`src/rtl/tuple_field_sequencer_pkg.sv`:
```
// Shared types and helpers for the tuple field sequencer: table geometry,
// FSM states, field record and the width-to-mask helper.
package tuple_seq_pkg;

    localparam int unsigned NFIELDS = 10;
    localparam int unsigned DW      = 4;
    localparam int unsigned IW      = $clog2(NFIELDS);
    localparam int unsigned WW      = $clog2(DW + 1);

    typedef enum logic [1:0] {
        IDLE,
        EMIT,
        FIN
    } state_t;

    typedef struct packed {
        logic [DW-1:0] val;
        logic [WW-1:0] width;
    } field_t;

    // Low 'w' bits set; w is already clamped to DW by the table.
    function automatic logic [DW-1:0] width_mask(input logic [WW-1:0] w);
        logic [DW-1:0] m;
        for (int i = 0; i < DW; i++) begin
            m[i] = (i < int'(w));
        end
        return m;
    endfunction

endpackage

```
`src/rtl/tuple_field_sequencer_if.sv`:
```
// Config, control and streaming-beat signals of the tuple field sequencer.
interface tuple_field_sequencer_if;

    logic                        cfg_we;
    logic [tuple_seq_pkg::IW-1:0] cfg_idx;
    logic [tuple_seq_pkg::DW-1:0] cfg_val;
    logic [tuple_seq_pkg::WW-1:0] cfg_width;
    logic                        start;
    logic                        busy;
    logic                        done;
    logic                        out_valid;
    logic                        out_ready;
    logic [tuple_seq_pkg::IW-1:0] out_idx;
    logic [tuple_seq_pkg::DW-1:0] out_data;
    logic                        err;

    modport slave (
        input  cfg_we, cfg_idx, cfg_val, cfg_width, start, out_ready,
        output busy, done, out_valid, out_idx, out_data, err
    );

    modport master (
        output cfg_we, cfg_idx, cfg_val, cfg_width, start, out_ready,
        input  busy, done, out_valid, out_idx, out_data, err
    );

endinterface

```
`src/rtl/tuple_field_sequencer_table.sv`:
```
// NFIELDS-entry field register file: synchronous clamped write, async read.
module tuple_field_table
    import tuple_seq_pkg::*;
(
    input  logic          clock,
    input  logic          reset,
    input  logic          i_we,
    input  logic [IW-1:0] i_widx,
    input  logic [DW-1:0] i_wval,
    input  logic [WW-1:0] i_wwidth,
    input  logic [IW-1:0] i_ridx,
    output field_t        o_rfield
);

    field_t        r_tab [NFIELDS];
    logic [WW-1:0] w_width_clamped;

    assign w_width_clamped = (i_wwidth > WW'(DW)) ? WW'(DW) : i_wwidth;

    always_ff @(posedge clock) begin
        if (reset) begin
            for (int i = 0; i < NFIELDS; i++) begin
                r_tab[i] <= '0;
            end
        end else if (i_we) begin
            r_tab[i_widx] <= '{val: i_wval, width: w_width_clamped};
        end
    end

    assign o_rfield = r_tab[i_ridx];

endmodule

```
`src/rtl/tuple_field_sequencer.sv`:
```
// Streams enabled table fields one per beat in index order over valid/ready,
// masking each value to its configured width and skipping disabled fields.
module tuple_field_sequencer
    import tuple_seq_pkg::*;
(
    input  logic                    clock,
    input  logic                    reset,
    tuple_field_sequencer_if.slave  bus
);

    state_t        r_state, w_state_nxt;
    logic [IW-1:0] r_ptr, w_ptr_nxt;
    logic          r_err, w_err_nxt;
    logic          w_we;
    logic          w_valid;
    logic          w_last;
    field_t        w_field;

    tuple_field_table u_table (
        .clock    (clock),
        .reset    (reset),
        .i_we     (w_we),
        .i_widx   (bus.cfg_idx),
        .i_wval   (bus.cfg_val),
        .i_wwidth (bus.cfg_width),
        .i_ridx   (r_ptr),
        .o_rfield (w_field)
    );

    assign w_last = (r_ptr == IW'(NFIELDS - 1));

    always_comb begin
        w_state_nxt = r_state;
        w_ptr_nxt   = r_ptr;
        w_err_nxt   = 1'b0;
        w_we        = 1'b0;
        w_valid     = 1'b0;
        unique case (r_state)
            IDLE: begin
                if (bus.cfg_we) begin
                    if (32'(bus.cfg_idx) < NFIELDS) w_we = 1'b1;
                    else                            w_err_nxt = 1'b1;
                end
                if (bus.start) begin
                    w_state_nxt = EMIT;
                    w_ptr_nxt   = '0;
                end
            end
            EMIT: begin
                w_err_nxt = bus.cfg_we | bus.start;
                w_valid   = (w_field.width != '0);
                // Disabled fields cost exactly one bubble cycle.
                if (!w_valid || bus.out_ready) begin
                    if (w_last) w_state_nxt = FIN;
                    else        w_ptr_nxt   = r_ptr + 1'b1;
                end
            end
            FIN: begin
                w_err_nxt   = bus.cfg_we | bus.start;
                w_state_nxt = IDLE;
            end
            default: w_state_nxt = IDLE;
        endcase
    end

    always_ff @(posedge clock) begin
        if (reset) begin
            r_state <= IDLE;
            r_ptr   <= '0;
            r_err   <= 1'b0;
        end else begin
            r_state <= w_state_nxt;
            r_ptr   <= w_ptr_nxt;
            r_err   <= w_err_nxt;
        end
    end

    // Outputs depend only on state registers and table contents, never on out_ready.
    assign bus.busy      = (r_state == EMIT);
    assign bus.done      = (r_state == FIN);
    assign bus.out_valid = w_valid;
    assign bus.out_idx   = w_valid ? r_ptr : '0;
    assign bus.out_data  = w_valid ? (w_field.val & width_mask(w_field.width)) : '0;
    assign bus.err       = r_err;

endmodule
```
`src/flat_wrapper.sv`:
```
// flat-port wrapper written by rule: the top's interface ports become plain ports
module tuple_field_sequencer_flat import tuple_seq_pkg::*;
  (clock, reset, bus_cfg_we, bus_cfg_idx, bus_cfg_val, bus_cfg_width, bus_start, bus_out_ready, bus_busy, bus_done, bus_out_valid, bus_out_idx, bus_out_data, bus_err);
  tuple_field_sequencer_if bus_i ();
  input  logic clock;
  input  logic reset;
  input wire logic [$bits(bus_i.cfg_we)-1:0] bus_cfg_we;
  input wire logic [$bits(bus_i.cfg_idx)-1:0] bus_cfg_idx;
  input wire logic [$bits(bus_i.cfg_val)-1:0] bus_cfg_val;
  input wire logic [$bits(bus_i.cfg_width)-1:0] bus_cfg_width;
  input wire logic [$bits(bus_i.start)-1:0] bus_start;
  input wire logic [$bits(bus_i.out_ready)-1:0] bus_out_ready;
  output wire logic [$bits(bus_i.busy)-1:0] bus_busy;
  output wire logic [$bits(bus_i.done)-1:0] bus_done;
  output wire logic [$bits(bus_i.out_valid)-1:0] bus_out_valid;
  output wire logic [$bits(bus_i.out_idx)-1:0] bus_out_idx;
  output wire logic [$bits(bus_i.out_data)-1:0] bus_out_data;
  output wire logic [$bits(bus_i.err)-1:0] bus_err;
  assign bus_i.cfg_we = bus_cfg_we;
  assign bus_i.cfg_idx = bus_cfg_idx;
  assign bus_i.cfg_val = bus_cfg_val;
  assign bus_i.cfg_width = bus_cfg_width;
  assign bus_i.start = bus_start;
  assign bus_i.out_ready = bus_out_ready;
  assign bus_busy = bus_i.busy;
  assign bus_done = bus_i.done;
  assign bus_out_valid = bus_i.out_valid;
  assign bus_out_idx = bus_i.out_idx;
  assign bus_out_data = bus_i.out_data;
  assign bus_err = bus_i.err;
  tuple_field_sequencer u_core (.clock(clock), .reset(reset), .bus(bus_i));
endmodule
```
`config.mk`:
```
export PLATFORM = sky130hd
export DESIGN_NAME = tuple_field_sequencer_flat
export DESIGN_NICKNAME = d
export VERILOG_FILES = /design/src/rtl/tuple_field_sequencer_pkg.sv /design/src/rtl/tuple_field_sequencer_if.sv /design/src/rtl/tuple_field_sequencer_table.sv /design/src/rtl/tuple_field_sequencer.sv /design/src/flat_wrapper.sv
export SDC_FILE = /design/constraint.sdc
export NUM_CORES = 1
export LEC_CHECK = 0
export BUFFER_PORTS_ARGS = -buffer_cell sky130_fd_sc_hd__buf_4
export CAP_MARGIN = 20
export CORE_UTILIZATION = 40
export CTS_CLUSTER_DIAMETER = 100
export CTS_CLUSTER_SIZE = 8
export DETAILED_ROUTE_END_ITERATION = 12
export PLACE_DENSITY = 0.55
export REMOVE_ABC_BUFFERS = 1
export SYNTH_ARGS = -nofsm -noshare
export SYNTH_HDL_FRONTEND = slang
export SYNTH_SLANG_ARGS = --single-unit
```
`constraint.sdc`:
```
create_clock -name clock -period 3 [get_ports clock]
set_input_delay 0.15 -clock clock [delete_from_list [all_inputs] [get_ports clock]]
set_output_delay 0.15 -clock clock [all_outputs]
set_load 0.1 [all_outputs]
```
Word-level counts from Yosys, hierarchy flattened --
Memories as Yosys holds them, arrays and structs flattened. A register that Yosys moved wholly into a read port is not among the register bits. Cells that the tools add are included.
Word-level totals: memory bits (writable) 70, ROM bits 0, input bits 16, memories 1, register bits 7, logic and storage cells 57, bits in latches 0, output and inout port bits 12
Cells by class: reduce and logical (&&, ||, !) cells 9, $lt $le $gt $ge 6, shifts and indexed selects 0, $mul 0, muxes and demuxes 28, divide/modulo/power cells 0, equality and inequality tests 7, bitwise gates (word level) 2, $add $sub $neg 1
Memory list:
- u_core.u_table.r_tab | words 10, bits a word 7, rd ports 1, clocked after Yosys merged registers in 1, write ports 10, line tuple_field_sequencer_table.sv:15 | field_t r_tab [NFIELDS];
Operator list (number):
- $mux 4 | 8
- $mux 1 | 12
- $pmux 4 s2 | 1
- $mux 7 | 1
- $reduce_or 7->1 | 1
- $lt 1x3->1 const A | 2
- $lt 2x3->1 const A | 2
- $mux 2 | 3
- $add 4x1->4 const B | 1
- $and 4x4->4 | 1
- $eq 4x4->1 const B | 1
- $lt 4x4->1 const B | 1
- $ne 2x1->1 const B | 2
- $ne 2x2->1 const B | 2
- $pmux 2 s2 | 1
- $reduce_and 4->1 | 1
- $gt 3x3->1 const B | 1
- $mux 3 | 1
- $reduce_and 3->1 | 1
- $reduce_bool 3->1 | 1
- $eq 2x1->1 const B | 1
- $eq 2x2->1 const B | 1
- $logic_not 2->1 | 1
- $pmux 1 s2 | 1
- 5 further kinds | 5

Longest topological paths before layout --
word-level depth 9, gate-level depth with buffers 8, gate-level depth less buffers 8

Cells and area by module --
A second synthesis with hierarchy kept.
Second synthesis, totals: cells, all modules 354, area, all modules 5343.9 µm²
By module, submodules not included:
- tuple_field_table | area each 4797.1 µm², cells each 291, seq. area each 3363.2 µm², times used 1
- tuple_field_sequencer | area each 546.8 µm², cells each 63, seq. area each 140.1 µm², times used 1

Worst setup path before layout --
OpenSTA, ideal clock, no wires.
path type flip-flop to output port, start register u_core.r_state[1], end output port bus_out_data[0], slack -189 ps, cell stages (with the launch flop) 6, path buffers 1, arrival time 3039 ps, required time 2850 ps, path through dfxtp_1 inv_1 ha_1 clkbuf_1 o21ai_1 nor2b_1
Between the ends: longest elaborated chain between the ends 3
Ends and longest elaborated chain:
- start, declared | line tuple_field_sequencer.sv:11 | state_t r_state, w_state_nxt;
- start signal, assigned | line tuple_field_sequencer.sv:72 | r_state <= w_state_nxt;
- $eq 2x1->1
- net bus_busy | line flat_wrapper.sv:13 | output wire logic [$bits(bus_i.busy)-1:0] bus_busy;
- $mux 1 | line tuple_field_sequencer.sv:38 | unique case (r_state)
- $mux 4 | line tuple_field_sequencer.sv:83 | assign bus.out_data = w_valid ? (w_field.val & width_mask(w_field.width)) : '0;
- end, declared | line flat_wrapper.sv:17 | output wire logic [$bits(bus_i.out_data)-1:0] bus_out_data;
The timed path passes the listed nets, and every way through them passes these cells.

==> metrics.cfg <==
[outcome]
status = finished, final reports clean

[critical_path]
cp-start-kind = flop
worst-endpoint-required_ns = 2.85
slowest_delay_ns = 0.54
critPathCaptureType = output pin
worst_path_max_delay_cell = mux4_2
cp_max_fo = 7
arrival_ns = 2.67
critPathMostFrequentCell = buf_4
worst-path-buf-inv = 3
cp_cell_sequence = buf_4 -> buf_4 -> mux4_2 -> mux4_2 -> and3_1 -> buf_4
critPathTopFamily = multiplexers
path_class = flop to output pin

[grt]
grt-ovfl-total = 0
use_met2 = 0.302
use_met3 = 0.0639
grtUsageTotal = 0.187
antenna_found_initial = 0
grt_pass1_wl_um = 17600
grtUsageMet1 = 0.230
grt_pass1_vias = 3194
grt_max_degree = 26
top_usage_layer = met2

[sta]
holdWs_ns = 0.0367
fin_ws_ns = 0.179
hold_violations = 0
fin_setup_tns_ns = 0
period_minus_slack_ns = 2.82
slew_violations = 0
setup-violations-final = 0
period_share = 0.940
rsz0062_at_grt = no
worstMarginPinSlew_ns = 0.635
finClkSkew_ns = 0.00494
relSlewSlack = 0.576
fmaxAchievable_mhz = 355

[floorplanning]
die_area_mm2 = 0.0137
dieHeight_um = 117
row_count = 41
initial_core_util = 0.415
ios = 28
die_w_um = 117
core_area_mm2 = 0.0128

[yosys]
synthTopCellsByCount = edfxtp_1, nor2_1, mux4_2
synthCells = 352
yosys_warnings = 0
async_flop_share = 0
synth_area_leader_cell = edfxtp_1
synthTopCellsByArea = edfxtp_1, mux4_2, nor2_1
synth.distinct_cells = 34
synth-seq-area-share = 0.676
synth_top_flop_cell = edfxtp_1
synth_area_per_cell_um2 = 15.1
ys_ff_latch = 123
netlist.area_leader.share = 0.634
post-synth-top-count-cell = edfxtp_1
synth_edf_count = 112
synth_area_mm2 = 0.00530

[layout]
layout.nets = 465
syn_to_final_growth_pct = 23.9
utilization = 0.515
final_cells = 627
fillers = 1099
layout-drive-gt1-share = 0.244
insertedDiodeCount = 0

[clock_network]
cts.sinks = 123
root_buffer = clkbuf_16
clockBufferDepth = 2
clk_pin_slew_worst_paths_ns = 0.06
cts_hold_buf = 0
cts_tree = yes
clock_latency_ns = 0.41
htreeDepth = 4
cts_buffers = 17

[detailed_routing]
finalWirelength_um = 11100
drt-pass1-iter-count = 5
drc_errors = 0
drt_iter0_markers = 355
ant_nets = 0
wl_per_cell_um = 17.7
vias = 3104
vias_per_cell = 4.95

[place]
dp.final_hpwl_um = 7710
dp.cells = 592
dp_slack_ns = 0.215
port_buffers = 27
finalWeightedCongestion = 0.752

[power]
leakage_nw = 2.41
peakVddDrop_uv = 532
cellPowerDensity_mw_per_mm2 = 749

[hold_path]
min_path_type = primary input to flop

[run]
maxCapViolations = 0

## metal layers
layer / vias to the layer above / share of wire
met4: 0 / 0.018
met5: - / 0
met2: 99 / 0.50
met1: 1514 / 0.41
met3: 19 / 0.074
li1: 1472 / -
## flip-flops by register name, indices dropped and copies added, names as in the netlist, named ones only
signal,flops
u_core.r_state,2
u_core.bus.err,1
u_core.u_table.r_tab,112
u_core.r_ptr,4
## final cells by class
cell class                 count  area (um2)  area share
clock buffer                  17         425      0.0647
clock inverter                14         195      0.0297
inverter                      17        65.1     0.00990
multi-input combinational    241        1750       0.266
sequential                   123        3590       0.546
tap                          172         215      0.0327
timing repair buffer          43         335      0.0510
## metrics by stage
stage               area, um2  power (mW)
finish                   6570        4.93
floorplan                5390        2.59
CTS                      6570        4.97
global placement         5920        2.79
global route             6570        5.10
detailed placement       5920        2.80
## tightest hold or removal path, stage by stage
cell and delay [ns]:
buf_4 0.12, nand3_1 0.07, a211oi_1 0.06
## cells by family after synthesis
family                   count (synthesis)  share of synthesized area
flip-flops                             123                      0.676
AO/OA/AOI/OAI                           28                     0.0347
adder cells (fa/ha/maj)                  6                     0.0142
buffers and inverters                   29                     0.0243
multiplexers                            33                      0.140
AND/OR/NAND/NOR                        132                      0.110
other                                    1                   0.000707
## worst paths after layout
check	cells past startpoint	endpoint	slack, ns	startpoint
max reg2reg	7	u_core.r_ptr[3]	0.33	flop
min	3	u_core.bus.err	0.04	bus_cfg_we
min reg2reg	2	flop	0.56	u_core.r_ptr[2]
max	6	bus_out_data[1]	0.18	flop
## layout by cell type, fill, tap and decap left out, drive strengths merged, types with 2 or more instances in the layout
cell type | netlist | layout
a22oi | 2 | 2
nor2b | 5 | 5
nand2b | 10 | 10
nand2 | 20 | 20
buf | 8 | 43
nor4 | 2 | 2
bufinv | 0 | 4
nor2 | 73 | 73
and3 | 4 | 4
a21oi | 7 | 7
clkinv | 1 | 4
edfxtp | 112 | 112
o21ai | 10 | 10
clkbuf | 4 | 17
mux4 | 33 | 33
ha | 6 | 6
inv | 16 | 19
nand3 | 10 | 10
dfxtp | 11 | 11
a31oi | 3 | 3
conb | 1 | 42
or4 | 4 | 4
clkinvlp | 0 | 4
## timing repair
| action | 4_1_cts | 5_1_grt |
|---|---|---|
| resized for setup | 2 | 0 |
| buffers inserted | 4 | 0 |
| endpoints found under the setup margin | 8 | 0 |
## power breakdown
part	switching [mW]	internal [mW]	total [mW]
Combinational	0.498	0.262	0.760
Sequential	0.0391	1.98	2.02
Clock	0.756	1.39	2.14
Total	1.29	3.63	4.93
Note: power is estimated with default switching activity, not from simulation.
